==> src/rtl/serial_nibble_link_if.sv <==
// Word-source / one-hot-consumer bus of serial_nibble_link, including the observable scl/sda pair.
interface serial_nibble_link_if;
  logic [3:0]  date;
  logic        ack;
  logic        scl;
  logic        sda;
  logic [15:0] outhigh;

  modport master (
    input  date,
    output ack,
    output scl,
    output sda,
    output outhigh
  );

  modport slave (
    output date,
    input  ack,
    input  scl,
    input  sda,
    input  outhigh
  );
endinterface

==> src/rtl/serial_nibble_link.sv <==
// Nibble link: latches a 4-bit word, sends it MSB-first on scl/sda framed by start/stop, and decodes
// each frame to one-hot. Optional SERIAL_LINK_CLEAR_ON_START_EN clears outhigh on every start.
module serial_nibble_link (
  input  logic                 sclk,
  input  logic                 rst,
  serial_nibble_link_if.master bus
);

  typedef enum logic [2:0] {
    StLoad, StStart, StBit3, StBit2, StBit1, StBit0, StStop
  } tx_state_e;

  logic [1:0]  p_q;
  tx_state_e   state_q, state_d;
  logic        ack_q, ack_d;
  logic        sda_q, sda_d;
  logic [3:0]  data_q, data_d;
  logic        scl;
  logic        mid_high, mid_low;

  logic        scl_d_q, sda_d_q;
  logic        armed_q, armed_d;
  logic [2:0]  cnt_q, cnt_d;
  logic [3:0]  sr_q, sr_d;
  logic [15:0] outhigh_q, outhigh_d;
  logic        start_det, stop_det, bit_det;

  assign scl      = ~p_q[1];
  assign mid_high = (p_q == 2'd0);
  assign mid_low  = (p_q == 2'd2);

  always_ff @(posedge sclk or negedge rst) begin
    if (!rst) begin
      p_q     <= 2'd0;
      state_q <= StLoad;
      ack_q   <= 1'b0;
      sda_q   <= 1'b1;
      data_q  <= 4'h0;
    end else begin
      p_q     <= p_q + 2'd1;
      state_q <= state_d;
      ack_q   <= ack_d;
      sda_q   <= sda_d;
      data_q  <= data_d;
    end
  end

  always_comb begin
    state_d = state_q;
    ack_d   = 1'b0;
    sda_d   = sda_q;
    data_d  = data_q;
    unique case (state_q)
      StLoad: begin
        if (mid_high) begin
          ack_d   = 1'b1;
          data_d  = bus.date;
          state_d = StStart;
        end
      end
      // sda low marks that the start condition has already been issued in this state.
      StStart: begin
        if (mid_high) begin
          sda_d = 1'b0;
        end else if (mid_low && !sda_q) begin
          sda_d   = data_q[3];
          state_d = StBit3;
        end
      end
      StBit3: if (mid_low) begin sda_d = data_q[2]; state_d = StBit2; end
      StBit2: if (mid_low) begin sda_d = data_q[1]; state_d = StBit1; end
      StBit1: if (mid_low) begin sda_d = data_q[0]; state_d = StBit0; end
      StBit0: if (mid_low) begin sda_d = 1'b0;      state_d = StStop; end
      StStop: begin
        if (mid_high) begin
          sda_d   = 1'b1;
          ack_d   = 1'b1;
          data_d  = bus.date;
          state_d = StStart;
        end
      end
      default: state_d = StLoad;
    endcase
  end

  assign start_det = scl_d_q & scl & sda_d_q & ~sda_q;
  assign stop_det  = scl_d_q & scl & ~sda_d_q & sda_q;
  assign bit_det   = ~scl_d_q & scl & armed_q;

  always_ff @(posedge sclk or negedge rst) begin
    if (!rst) begin
      scl_d_q   <= 1'b1;
      sda_d_q   <= 1'b1;
      armed_q   <= 1'b0;
      cnt_q     <= 3'd0;
      sr_q      <= 4'h0;
      outhigh_q <= 16'h0000;
    end else begin
      scl_d_q   <= scl;
      sda_d_q   <= sda_q;
      armed_q   <= armed_d;
      cnt_q     <= cnt_d;
      sr_q      <= sr_d;
      outhigh_q <= outhigh_d;
    end
  end

  always_comb begin
    armed_d   = armed_q;
    cnt_d     = cnt_q;
    sr_d      = sr_q;
    outhigh_d = outhigh_q;
    if (start_det) begin
      armed_d = 1'b1;
      cnt_d   = 3'd0;
      sr_d    = 4'h0;
`ifdef SERIAL_LINK_CLEAR_ON_START_EN
      outhigh_d = 16'h0000;
`else
      outhigh_d = outhigh_q;
`endif
    end else if (stop_det) begin
      if (armed_q && (cnt_q == 3'd4)) outhigh_d = 16'h0001 << sr_q;
      armed_d = 1'b0;
    end else if (bit_det && (cnt_q < 3'd4)) begin
      // The scl rise of the stop period precedes the stop condition and carries no data.
      sr_d  = {sr_q[2:0], sda_q};
      cnt_d = cnt_q + 3'd1;
    end
  end

  assign bus.ack     = ack_q;
  assign bus.scl     = scl;
  assign bus.sda     = sda_q;
  assign bus.outhigh = outhigh_q;

endmodule

==> src/flat_wrapper.sv <==
// flat-port wrapper written by rule: the top's interface ports become plain ports
module serial_nibble_link_flat 
  (sclk, rst, bus_date, bus_ack, bus_scl, bus_sda, bus_outhigh);
  serial_nibble_link_if bus_i ();
  input  logic sclk;
  input  logic rst;
  input wire logic [$bits(bus_i.date)-1:0] bus_date;
  output wire logic [$bits(bus_i.ack)-1:0] bus_ack;
  output wire logic [$bits(bus_i.scl)-1:0] bus_scl;
  output wire logic [$bits(bus_i.sda)-1:0] bus_sda;
  output wire logic [$bits(bus_i.outhigh)-1:0] bus_outhigh;
  assign bus_i.date = bus_date;
  assign bus_ack = bus_i.ack;
  assign bus_scl = bus_i.scl;
  assign bus_sda = bus_i.sda;
  assign bus_outhigh = bus_i.outhigh;
  serial_nibble_link u_core (.sclk(sclk), .rst(rst), .bus(bus_i));
endmodule
==> config.mk <==
export PLATFORM = sky130hd
export DESIGN_NAME = serial_nibble_link_flat
export DESIGN_NICKNAME = d
export VERILOG_FILES = /design/src/rtl/serial_nibble_link_if.sv /design/src/rtl/serial_nibble_link.sv /design/src/flat_wrapper.sv
export SDC_FILE = /design/constraint.sdc
export NUM_CORES = 1
export LEC_CHECK = 0
export BUFFER_PORTS_ARGS = -buffer_cell sky130_fd_sc_hd__buf_4
export CELL_PAD_IN_SITES_DETAIL_PLACEMENT = 1
export CELL_PAD_IN_SITES_GLOBAL_PLACEMENT = 1
export CORE_MARGIN = 2
export CORE_UTILIZATION = 47
export CTS_CLUSTER_SIZE = 30
export DETAILED_ROUTE_END_ITERATION = 16
export GPL_TIMING_DRIVEN = 0
export PLACE_DENSITY_LB_ADDON = 0.1
export SYNTH_ARGS = -nofsm -noshare
export SYNTH_HDL_FRONTEND = slang
export SYNTH_SLANG_ARGS = --single-unit
==> constraint.sdc <==
create_clock -name sclk -period 3.9 [get_ports sclk]
set_clock_uncertainty 0.05 [all_clocks]
set_input_delay 0.78 -clock sclk [delete_from_list [all_inputs] [get_ports sclk]]
set_output_delay 0.78 -clock sclk [all_outputs]
set_load 0.005 [all_outputs]
==> results of run 1 <==
[where the power goes]
part | total (W) | switching [W] | leakage, nW | internal, W
registers | 0.000432 | 0.0000217 | 0.478 | 0.000410
clock network | 0.000270 | 0.000130 | 0.0433 | 0.000140
logic | 0.000108 | 0.0000704 | 0.425 | 0.0000376
[layout make-up]
class / instances / area (sq um) / share of cell area (%)
flip-flops and latches: 37 / 929.6 / 45.03
multi-input cells: 108 / 711.9 / 34.48
repair buffers: 24 / 180.2 / 8.727
clock buffers: 6 / 82.58 / 4.000
plain buffers: 10 / 62.56 / 3.030
well taps: 48 / 60.06 / 2.909
inverters: 8 / 30.03 / 1.455
clock inverters: 1 / 7.507 / 0.3636
[synth_stat cells (2+ instances only)]
master / instances / area (sq um)
inv_1: 8 / 30.03
o21ai_0: 15 / 75.07
clkbuf_1: 2 / 7.510
o41ai_1: 2 / 17.52
o41ai_2: 4 / 65.06
a311o_1: 2 / 20.02
dfstp_2: 3 / 78.83
dfrtp_1: 34 / 850.8
o31ai_1: 9 / 67.56
nand2b_1: 6 / 37.54
a21oi_1: 6 / 30.03
ha_1: 4 / 50.05
buf_6: 2 / 22.52
mux2_2: 5 / 56.30
buf_2: 5 / 25.02
nor2_1: 4 / 15.01
nand2_1: 34 / 127.6
[state kept, by name, summed over array words and instances, names as in the netlist]
signal              cells
u_core.state_q          3
u_core.scl_d_q          1
u_core.bus.sda          1
u_core.bus.outhigh     16
u_core.sda_d_q          1
u_core.armed_q          1
u_core.data_q           4
u_core.cnt_q            3
u_core.bus.ack          1
u_core.p_q              2
u_core.sr_q             4
[through the flow]
step	area [sq um]	util, %	power [W]	worst slack (ns)
after floorplan	1734	-	0.0005011	2.255
after global placement	1974	54.75	0.0005387	2.066
after detailed placement	1974	54.75	0.0005500	1.990
after CTS	2064	57.25	0.0008216	1.969
after global routing	2064	57.25	0.0008531	1.851
final	2064	57.25	0.0008098	1.993
[metal layers]
| layer | vias up | share of wire (%) |
|---|---|---|
| met5 | - | 0 |
| met4 | 0 | 1.8 |
| met3 | 5 | 4.0 |
| met2 | 24 | 49 |
| met1 | 645 | 45 |
| li1 | 627 | - |
[cell families after synthesis]
kind of cell / Yosys count / synth area share, %
compound gates: 42 / 17.60
xor+xnor: 1 / 0.5051
fa+ha+maj: 4 / 2.886
buf+inv: 18 / 5.339
flops: 37 / 53.61
mux: 5 / 3.247
simple gates: 56 / 16.81
[path summary, 6_finish.rpt]
check,depth (start not counted),endpoint,start
setup / recovery,5,u_core.data_q[2],u_core.p_q[1]
hold / removal,0,u_core.sda_d_q,u_core.bus.sda
setup reg to reg,5,u_core.data_q[2],u_core.p_q[1]
hold reg to reg,0,u_core.sda_d_q,u_core.bus.sda
max in group asynchronous,1,u_core.bus.sda,rst
min in group asynchronous,1,u_core.data_q[3],rst
==> summary.txt, run 1 <==
Route
  • Post-route ant nets: 0
  • Initial drt markers: 65
  • Vias: 1,301
  • Drt total wl: between 3 and 4 mm
  • Number of remaining DRC errors: 0
  • DRT Pass-1 Iters: 4
  • Avg WL per Cell: 15.31 microns
  • DR vias/cell: approximately 5.4

Final layout
  • Synth-to-layout area growth: 19.05%
  • Most frequent cells in the layout: nand2_1 (34), dfrtp_1 (34), buf_4 (25)
  • Fin cells: 242
  • Fraction of layout cells with a size suffix above 1: 27.84%
  • Post-layout nets: roughly 200
  • FILL cells: 408
  • Ant. Diodes: 0

Floorplanning
  • Die area: around 4200 sq um
  • Core Footprint: 3606 sq um
  • Die W: between 60 and 70 microns
  • Die H: 64.74 microns
  • Initial Util: roughly half
  • Io pins: 25
  • Site Rows: 22

Global routing
  • Most used routing layer: met2
  • Met1 track demand over resource: about 25%
  • Global-route wire length before repair: between 6 and 7 mm
  • Largest net degree at the start of global routing: 38
  • M2 GR Usage: between 30% and 40%
  • GRT Overall Usage: approximately a fifth
  • Antenna violations before repair: 0
  • Vias in the first global route: 1,317
  • Met3 Use GR: 5.903%
  • GRT overflow: 0

Timing
  • TNS Setup: 0 ns
  • Slew @ Worst Pin: between 0.4 and 0.5 ns
  • Slew Limit Fails: 0
  • Final Critical Period: between 1.5 and 2 ns
  • Max Freq: 524.5 MHz
  • Min Hold Slack: 0.3729 ns
  • Period utilization: about half
  • RSZ-0062 raised after global routing: no
  • Final setup vio count: 0
  • Final Hold Viols: 0
  • Relative slew slack: a little over two thirds

Worst setup path
  • Critical path fanouts, max: 8
  • R2r setup slk: roughly 2.0 ns
  • CP max-delay cell: dfrtp_1
  • Max incr delay on CP: 0.40 ns
  • Bufs and invs on worst path: 2
  • Cell Chain, Critical Path: inv_1 > ha_1 > inv_1 > nor3_2 > mux2_2
  • Setup crit end kind: flip-flop
  • CP delay by family, top: flip-flops
  • Worst EP required: around 4 ns
  • Crit path arrival time: roughly 2.0 ns
  • Top cell by count, worst path: inv_1
  • Crit start category: flip-flop
  • Crit path kind: flip-flop to flip-flop

Clock network
  • Root Driver: clkbuf_8
  • CTS tree: done
  • PostCTS Resize Cnt: 0
  • Clock Path Buffers: 2
  • Post-CTS Setup Inserts: 0
  • CTS sink count: 37
  • Clk slew on worst S/H paths: ~0.070 ns
  • # hold bufs at CTS: 0
  • H-tree levels: 2
  • Later-pin clock latency in the skew report: between 0.2 and 0.3 ns
  • Num CTS Buffers: 5

Placement
  • Placed insts: between 200 and 250
  • Port Buf Inserts: 24
  • Final HPWL DP: approximately 2.7 mm
  • Final GP Congestion: ~0.76

Power
  • Peak supply drop: around 0.23 mV
  • Lkg Pwr: roughly 0.95 nW
  • Pwr dens: slightly below 400 nW/um^2

Min path
  • HP Class: flip-flop to flip-flop

Run status
  • Outcome: finished, final reports clean

Synthesis
  • Syn avg cell area: between 10 and 15 sq um
  • Post-Syn Area: about 1700 sq um
  • Syn Nets: 173
  • Ys async rst share: 100.0%
  • Mapped Cells: around 160
  • EDFF count, synth: 0
  • Seq/Total Area, Yosys: 53.61%
  • Syn. warnings: 0
  • Yosys reg bits: 37
  • Ys flop type: dfrtp_1
  • Distinct cell type count after synthesis: 35

Run
  • Maxcap violations: 0
(Power assumes the default switching activity.)
==> run 2: changes to the inputs <==
--- a/config.mk
+++ b/config.mk
@@ -5,11 +5,12 @@
 export SDC_FILE = /design/constraint.sdc
 export NUM_CORES = 1
 export LEC_CHECK = 0
+export ABC_AREA = 1
 export BUFFER_PORTS_ARGS = -buffer_cell sky130_fd_sc_hd__buf_4
 export CELL_PAD_IN_SITES_DETAIL_PLACEMENT = 1
 export CELL_PAD_IN_SITES_GLOBAL_PLACEMENT = 1
 export CORE_MARGIN = 2
-export CORE_UTILIZATION = 47
+export CORE_UTILIZATION = 38
 export CTS_CLUSTER_SIZE = 30
 export DETAILED_ROUTE_END_ITERATION = 16
 export GPL_TIMING_DRIVEN = 0
==> constraint.sdc (replaced) <==
create_clock -name sclk -period 1.6 [get_ports sclk]
set_clock_uncertainty 0.05 [all_clocks]
set_input_delay 0.32 -clock sclk [delete_from_list [all_inputs] [get_ports sclk]]
set_output_delay 0.32 -clock sclk [all_outputs]
set_load 0.005 [all_outputs]
==> run 2 against run 1 <==
Net effect:
- worst hold slack worse by 0.19 ns
- largest power group unchanged
- cell count grew 22%
- critical path type unchanged
- total power rose to 2.7 times the previous value
- via count increased by 16%
- highest routed layer unchanged
- sequential power rose by 150%
- clock-buffer cell count up 1
==> summary.txt, run 2 <==
Run status
  • Outcome: finished, final reports clean

Route
  • Post-route ant nets: 0
  • DRT Pass-1 Iters: 4
  • Drt total wl: around 4.2 mm
  • DR vias/cell: between 5 and 6
  • Vias: between 1,500 and 2,000
  • Number of remaining DRC errors: 0
  • Avg WL per Cell: between 10 and 15 microns
  • Initial drt markers: 31

Clock network
  • Clk slew on worst S/H paths: around 0.07 ns
  • Num CTS Buffers: 5
  • Clock Path Buffers: 2
  • H-tree levels: 2
  • Later-pin clock latency in the skew report: roughly 0.28 ns
  • Root Driver: clkbuf_8
  • CTS sink count: 37
  • CTS tree: done

Timing
  • Final Critical Period: ~1.5 ns
  • Setup ws final: approximately 0.077 ns
  • Final Hold Viols: 0
  • TNS Setup: 0 ns
  • Slew Limit Fails: 0
  • Max Freq: approximately 660 MHz
  • Period utilization: between 90% and 100%
  • RSZ-0062 raised after global routing: yes
  • Slew @ Worst Pin: ~0.47 ns
  • Final setup vio count: 0
  • Relative slew slack: between 60% and 70%

Worst setup path
  • CP max-delay cell: dfstp_2
  • Reg-to-reg critical path startpoint: u_core.bus.sda
  • Crit start category: flip-flop
  • Crit path kind: flip-flop to flip-flop
  • Critical path fanouts, max: 10
  • Cell Chain, Critical Path: inv_2 > nor2_2 > nand2_2 > buf_4 > o21ai_0 > nand2_1
  • Worst setup startpoint: u_core.bus.sda
  • Setup crit end kind: flip-flop
  • Max incr delay on CP: 0.58 ns
  • Worst EP required: 1.72 ns
  • Crit path arrival time: approximately 1.7 ns

Final layout
  • Post-route cell area: about 2200 sq um
  • Multi-input gate area: roughly 770 sq um
  • Flip-flop and latch area: roughly 930 sq um
  • Final Util: between 40 and 50%
  • Post-layout nets: approximately 250
  • FILL cells: ~570
  • Most frequent cells in the layout: nand2_1 (48), dfrtp_1 (34), buf_4 (27)
  • Synth-to-layout area growth: 22.25%
  • Max reg flops: 16
  • Fraction of layout cells with a size suffix above 1: 28.93%
  • Ant. Diodes: 0
  • Commonest non-fill, non-tap cell in the layout: nand2_1

Synthesis
  • EDFF count, synth: 0
  • Syn. warnings: 0
  • Largest area contributor in the netlist: dfrtp_1
  • Syn avg cell area: a little under 9 sq um
  • Syn Nets: 217
  • Count leader, synth: nand2_1
  • Post-Syn Area: around 1800 sq um
  • Seq/Total Area, Yosys: 51.03%
  • Largest cells by area after synthesis: dfrtp_1 (47%), nand2_1 (9.9%), o21ai_0 (6.3%)
  • Yosys top cell area share: between 40% and 50%
  • Mapped Cells: around 210
  • Yosys reg bits: 37
  • Ys async rst share: between 90% and 100%
  • Ys flop type: dfrtp_1
  • Synth top cells by count: nand2_1 (48), dfrtp_1 (34), o21ai_0 (23), nand3_1 (22), inv_1 (16)
  • Distinct cell type count after synthesis: 25

Placement
  • Worst setup slack after placement: 0.02643 ns
  • Final GP Congestion: ~0.84
  • Final HPWL DP: 3.078 mm
  • Port Buf Inserts: 24
  • Placed inst area: ~2100 sq um

Floorplanning
  • Core Footprint: 4661 sq um
  • Site Rows: 25
  • Die area: between 5000 and 6000 sq um
  • Io pins: 25
  • Initial Util: 39.09%
  • Die W: about 73 microns
  • Die H: approximately 73 microns

Global routing
  • GRT overflow: 0
  • Vias in the first global route: approximately 1,600
  • Antenna violations before repair: 0
  • Largest net degree at the start of global routing: 38
  • GRT Overall Usage: around 17%
  • Global-route wire length before repair: a little under 7 mm

Min path
  • Hold path startpoint: bus_date[1]
  • HP Class: input port to flip-flop

Power
  • Peak supply drop: 0.5928 mV
  • Pwr dens: about 960 nW/um^2
  • Lkg Pwr: roughly 1.1 nW

Run
  • Maxcap violations: 0
[run 2: changes by cell type after synthesis, sizes merged, moves of 6 or more]
cell | before | now
nand3 | 1 | 28
inv | 8 | 20
o21ai | 16 | 28
nand2 | 34 | 54
o31ai | 9 | 0
nor2 | 4 | 14
o41ai | 6 | 0
nor3 | 1 | 7
nand2b | 6 | 0
[run 2: metrics by stage]
stage / instances / hold WS (ns) / total power (W)
floorplan: 207 / -0.02559 / 0.001195
global placement: 285 / 0.2509 / 0.001271
detailed placement: 285 / 0.2654 / 0.001305
CTS: 294 / 0.1730 / 0.002162
global route: 296 / 0.2028 / 0.002239
finish: 296 / 0.1848 / 0.002149
[run 2: path summary, 6_finish.rpt]
check / end / slack (ns) / depth (start not counted)
max: u_core.bus.outhigh[10] / 0.08 / 6
min: u_core.data_q[1] / 0.18 / 3
max reg2reg: u_core.bus.outhigh[10] / 0.08 / 6
min reg2reg: u_core.sda_d_q / 0.36 / 0
max in group asynchronous: u_core.scl_d_q / 0.65 / 2
min in group asynchronous: u_core.bus.outhigh[14] / 0.49 / 2
[run 2: cells by family after synthesis]
family                   share of synthesized area (%)
AO/OA/AOI/OAI                                    8.585
adder cells (fa/ha/maj)                          2.747
flip-flops                                       51.03
AND/OR/NAND/NOR                                  30.22
buffers and inverters                            7.417
[run 2: where the power goes]
part	switching (W)	total (W)	internal [W]	leakage, nW
Sequential	0.0000660	0.00106	0.000999	0.478
Clock	0.000336	0.000845	0.000509	0.0585
Combinational	0.000160	0.000239	0.0000786	0.613
Total	0.000563	0.00215	0.00159	1.15
[run 2: critical path: cells and delay by family (launching register included)]
kind            cells  cell delay (ns)
simple gates        3             0.33
flops               1             0.58
buf+inv             2             0.28
compound gates      1             0.18
[run 2: timing repair]
action | 4_1_cts | 5_1_grt
buffers inserted | 0 | 2
hold buffers | 1 | 0
resized for setup | 0 | 11
hold endpoints to repair | 34 | 0
endpoints found under the setup margin | 0 | 13
[run 2: routing by layer]
metal  global-route usage [%]  part of all wire, %
met5                        0                    0
met4                    4.938                  1.3
met3                    4.144                  2.8
met2                    31.43                   53
met1                    19.32                   43
[run 2: final cells by class]
| class | instances | share of cell area, % |
|---|---|---|
| Buffer | 6 | 2.416 |
| Clock buffer | 7 | 3.876 |
| Clock inverter | 1 | 1.348 |
| Inverter | 22 | 3.933 |
| Multi-Input combinational cell | 142 | 34.44 |
| Sequential cell | 37 | 41.74 |
| Tap cell | 54 | 3.034 |
| Timing Repair Buffer | 27 | 9.213 |
==> run 3: changes to the inputs <==
--- a/config.mk
+++ b/config.mk
@@ -10,7 +10,8 @@
 export CELL_PAD_IN_SITES_DETAIL_PLACEMENT = 1
 export CELL_PAD_IN_SITES_GLOBAL_PLACEMENT = 1
 export CORE_MARGIN = 2
-export CORE_UTILIZATION = 38
+export CORE_UTILIZATION = 25
+export CTS_BUF_LIST = sky130_fd_sc_hd__clkbuf_4
 export CTS_CLUSTER_SIZE = 30
 export DETAILED_ROUTE_END_ITERATION = 16
 export GPL_TIMING_DRIVEN = 0
==> run 3 against run 2 <==
Net effect:
- sequential share of layout area fell by 0.65 points
- critical endpoint is now bus_sda
- clock power fell by 39%
- worst setup slack got worse by 0.017 ns
- largest cell class unchanged
- via count rose by 0.93%
==> summary.txt, run 3 (same netlist as run 2, synthesis figures left out) <==
Power
  • Pint: approximately 0.0013 W
  • Flop pwr share: about three fifths
  • Switch share: a little under a third
  • Combinational share of power: 12.8%
  • Pwr dens: about 800 nW/um^2
  • Total power: approximately 0.0018 W
  • Clock share of power: between 20% and 30%
  • Sw power: approximately 0.00055 W
  • Peak supply drop: 0.2654 mV
  • Lkg Pwr: between 1 and 1.5 nW

Floorplanning
  • Die H: around 89 microns
  • Core Footprint: around 7100 sq um
  • Io pins: 25
  • Die area: about 8000 sq um
  • Die W: 89.37 microns
  • Site Rows: 31
  • Initial Util: 25.53%

Placement
  • Placed insts: between 300 and 400
  • Final GP Congestion: between 0.7 and 0.8
  • Port Buf Inserts: 24
  • Final HPWL DP: approximately 3.2 mm

Worst setup path
  • Crit start category: flip-flop
  • CP max-delay cell: dfstp_2
  • Critical path depth: 2
  • Crit path arrival time: 1.17 ns
  • Setup crit end kind: output port
  • R2r setup slk: around 0.10 ns
  • Worst EP required: around 1.2 ns
  • Bufs and invs on worst path: 2
  • Cell Chain, Critical Path: buf_4 > buf_4
  • Reg2Reg Depth: 7
  • Critical path fanouts, max: 5
  • Top cell by count, worst path: buf_4
  • Crit path kind: flip-flop to output port
  • CP delay by family, top: flip-flops
  • Max incr delay on CP: about 0.6 ns

Final layout
  • FILL cells: 876
  • Commonest non-fill, non-tap cell in the layout: nand2_1
  • Fin cells: between 300 and 400
  • Fraction of layout cells with a size suffix above 1: a little under a third
  • Ant. Diodes: 0
  • Most frequent cells in the layout: nand2_1 (48), dfrtp_1 (34), buf_4 (28)
  • Post-layout nets: between 200 and 300
  • Synth-to-layout area growth: 24.18%
  • Max reg flops: 16

Clock network
  • Clock Path Buffers: 2
  • H-tree levels: 2
  • CTS sink count: 37
  • CTS tree: done
  • Root Driver: clkbuf_4
  • Clk slew on worst S/H paths: about 0.12 ns
  • Num CTS Buffers: 5
  • Later-pin clock latency in the skew report: 0.35 ns

Route
  • Initial drt markers: 22
  • Number of remaining DRC errors: 0
  • DR vias/cell: 4.446
  • Post-route ant nets: 0
  • Avg WL per Cell: roughly 13 microns
  • DRT Pass-1 Iters: 3
  • Drt total wl: 4.488 mm
  • Vias: 1,525

Timing
  • Slew Limit Fails: 0
  • Relative slew slack: 67.21%
  • Period utilization: 96.28%
  • Final Hold Viols: 0
  • Max Freq: approximately 650 MHz
  • Final Critical Period: ~1.5 ns
  • Slew @ Worst Pin: approximately 0.49 ns
  • Final setup vio count: 0

Global routing
  • Vias in the first global route: 1,444
  • GRT overflow: 0
  • Largest net degree at the start of global routing: 38
  • GRT Overall Usage: 12.24%
  • Global-route wire length before repair: ~7.3 mm
  • Antenna violations before repair: 0

Run
  • Maxcap violations: 0

Min path
  • HP Class: input port to flip-flop
  • Hold Path Cell Cnt: 3

Run status
  • Outcome: finished, final reports clean
## run 3: cell types whose count changed in the layout (fill, tap and decap cells not counted), sizes merged
cell	change
buf	+3
bufinv	-1
clkbuf	-2
clkinv	+2
## run 3: worst min-delay path, stage by stage
cell and delay [ns]:
buf_4 0.08, nand2_1 0.04, nand2_1 0.04
## run 3: timing repair
item	CTS	global route
gates resized for setup	1	17
hold buffers	1	0
endpoints found under the hold margin	34	0
gates cloned	0	1
setup endpoints to repair	10	15
pin swaps	0	2
buffers inserted	0	3
## run 3: through the flow
stage / instance area (sq um) / TNS (ns) / util [%] / hold WS (ns) / setup slack, ns
floorplan: 1822 / 0 / - / -0.02559 / 0.2775
finish: 2262 / 0 / 31.70 / 0.1175 / 0.05959
global placement: 2126 / -0.1561 / 29.79 / 0.2846 / -0.02298
detailed placement: 2126 / -0.01073 / 29.79 / 0.2777 / -0.008175
global route: 2262 / -0.09253 / 31.70 / 0.09607 / -0.01736
CTS: 2192 / 0 / 30.72 / 0.1033 / 0.009335
## run 3: power groups by stage
stage	logic [W]	registers, W	clock network (W)
after CTS	0.000225	0.00106	0.000548
after global placement	0.000220	0.00108	0
after floorplan	0.000131	0.00106	0
final	0.000231	0.00106	0.000513
after global routing	0.000272	0.00107	0.000586
after detailed placement	0.000221	0.00108	0
## run 3: final timing paths
check,endpoint,startpoint
max,bus_sda,u_core.bus.sda
min,u_core.data_q[1],bus_date[1]
max reg2reg,u_core.bus.outhigh[5],u_core.bus.sda
min reg2reg,u_core.sda_d_q,u_core.bus.sda
max in group asynchronous,u_core.bus.sda,rst
min in group asynchronous,u_core.sr_q[3],rst
## run 3: metal layers
| metal | global-route usage (%) | up-vias | share of wire, % | wire length, microns |
|---|---|---|---|---|
| li1 | - | 755 | - | - |
| met1 | 16.86 | 745 | 51 | 2273 |
| met2 | 17.85 | 20 | 44 | 1980 |
| met3 | 3.509 | 5 | 3.3 | 147 |
| met4 | 5.292 | 0 | 1.9 | 87 |
| met5 | 0 | - | 0 | 0 |
## run 3: final cells by class
cell class / instances / area [sq um] / share of cell area [%]
Tap cell: 99 / 123.9 / 5.476
Clock buffer: 6 / 45.04 / 1.991
Buffer: 6 / 53.80 / 2.378
Clock inverter: 2 / 10.01 / 0.4425
Timing Repair Buffer: 29 / 227.7 / 10.07
Inverter: 22 / 87.58 / 3.872
Sequential cell: 37 / 929.6 / 41.10
Multi-Input combinational cell: 142 / 784.5 / 34.68
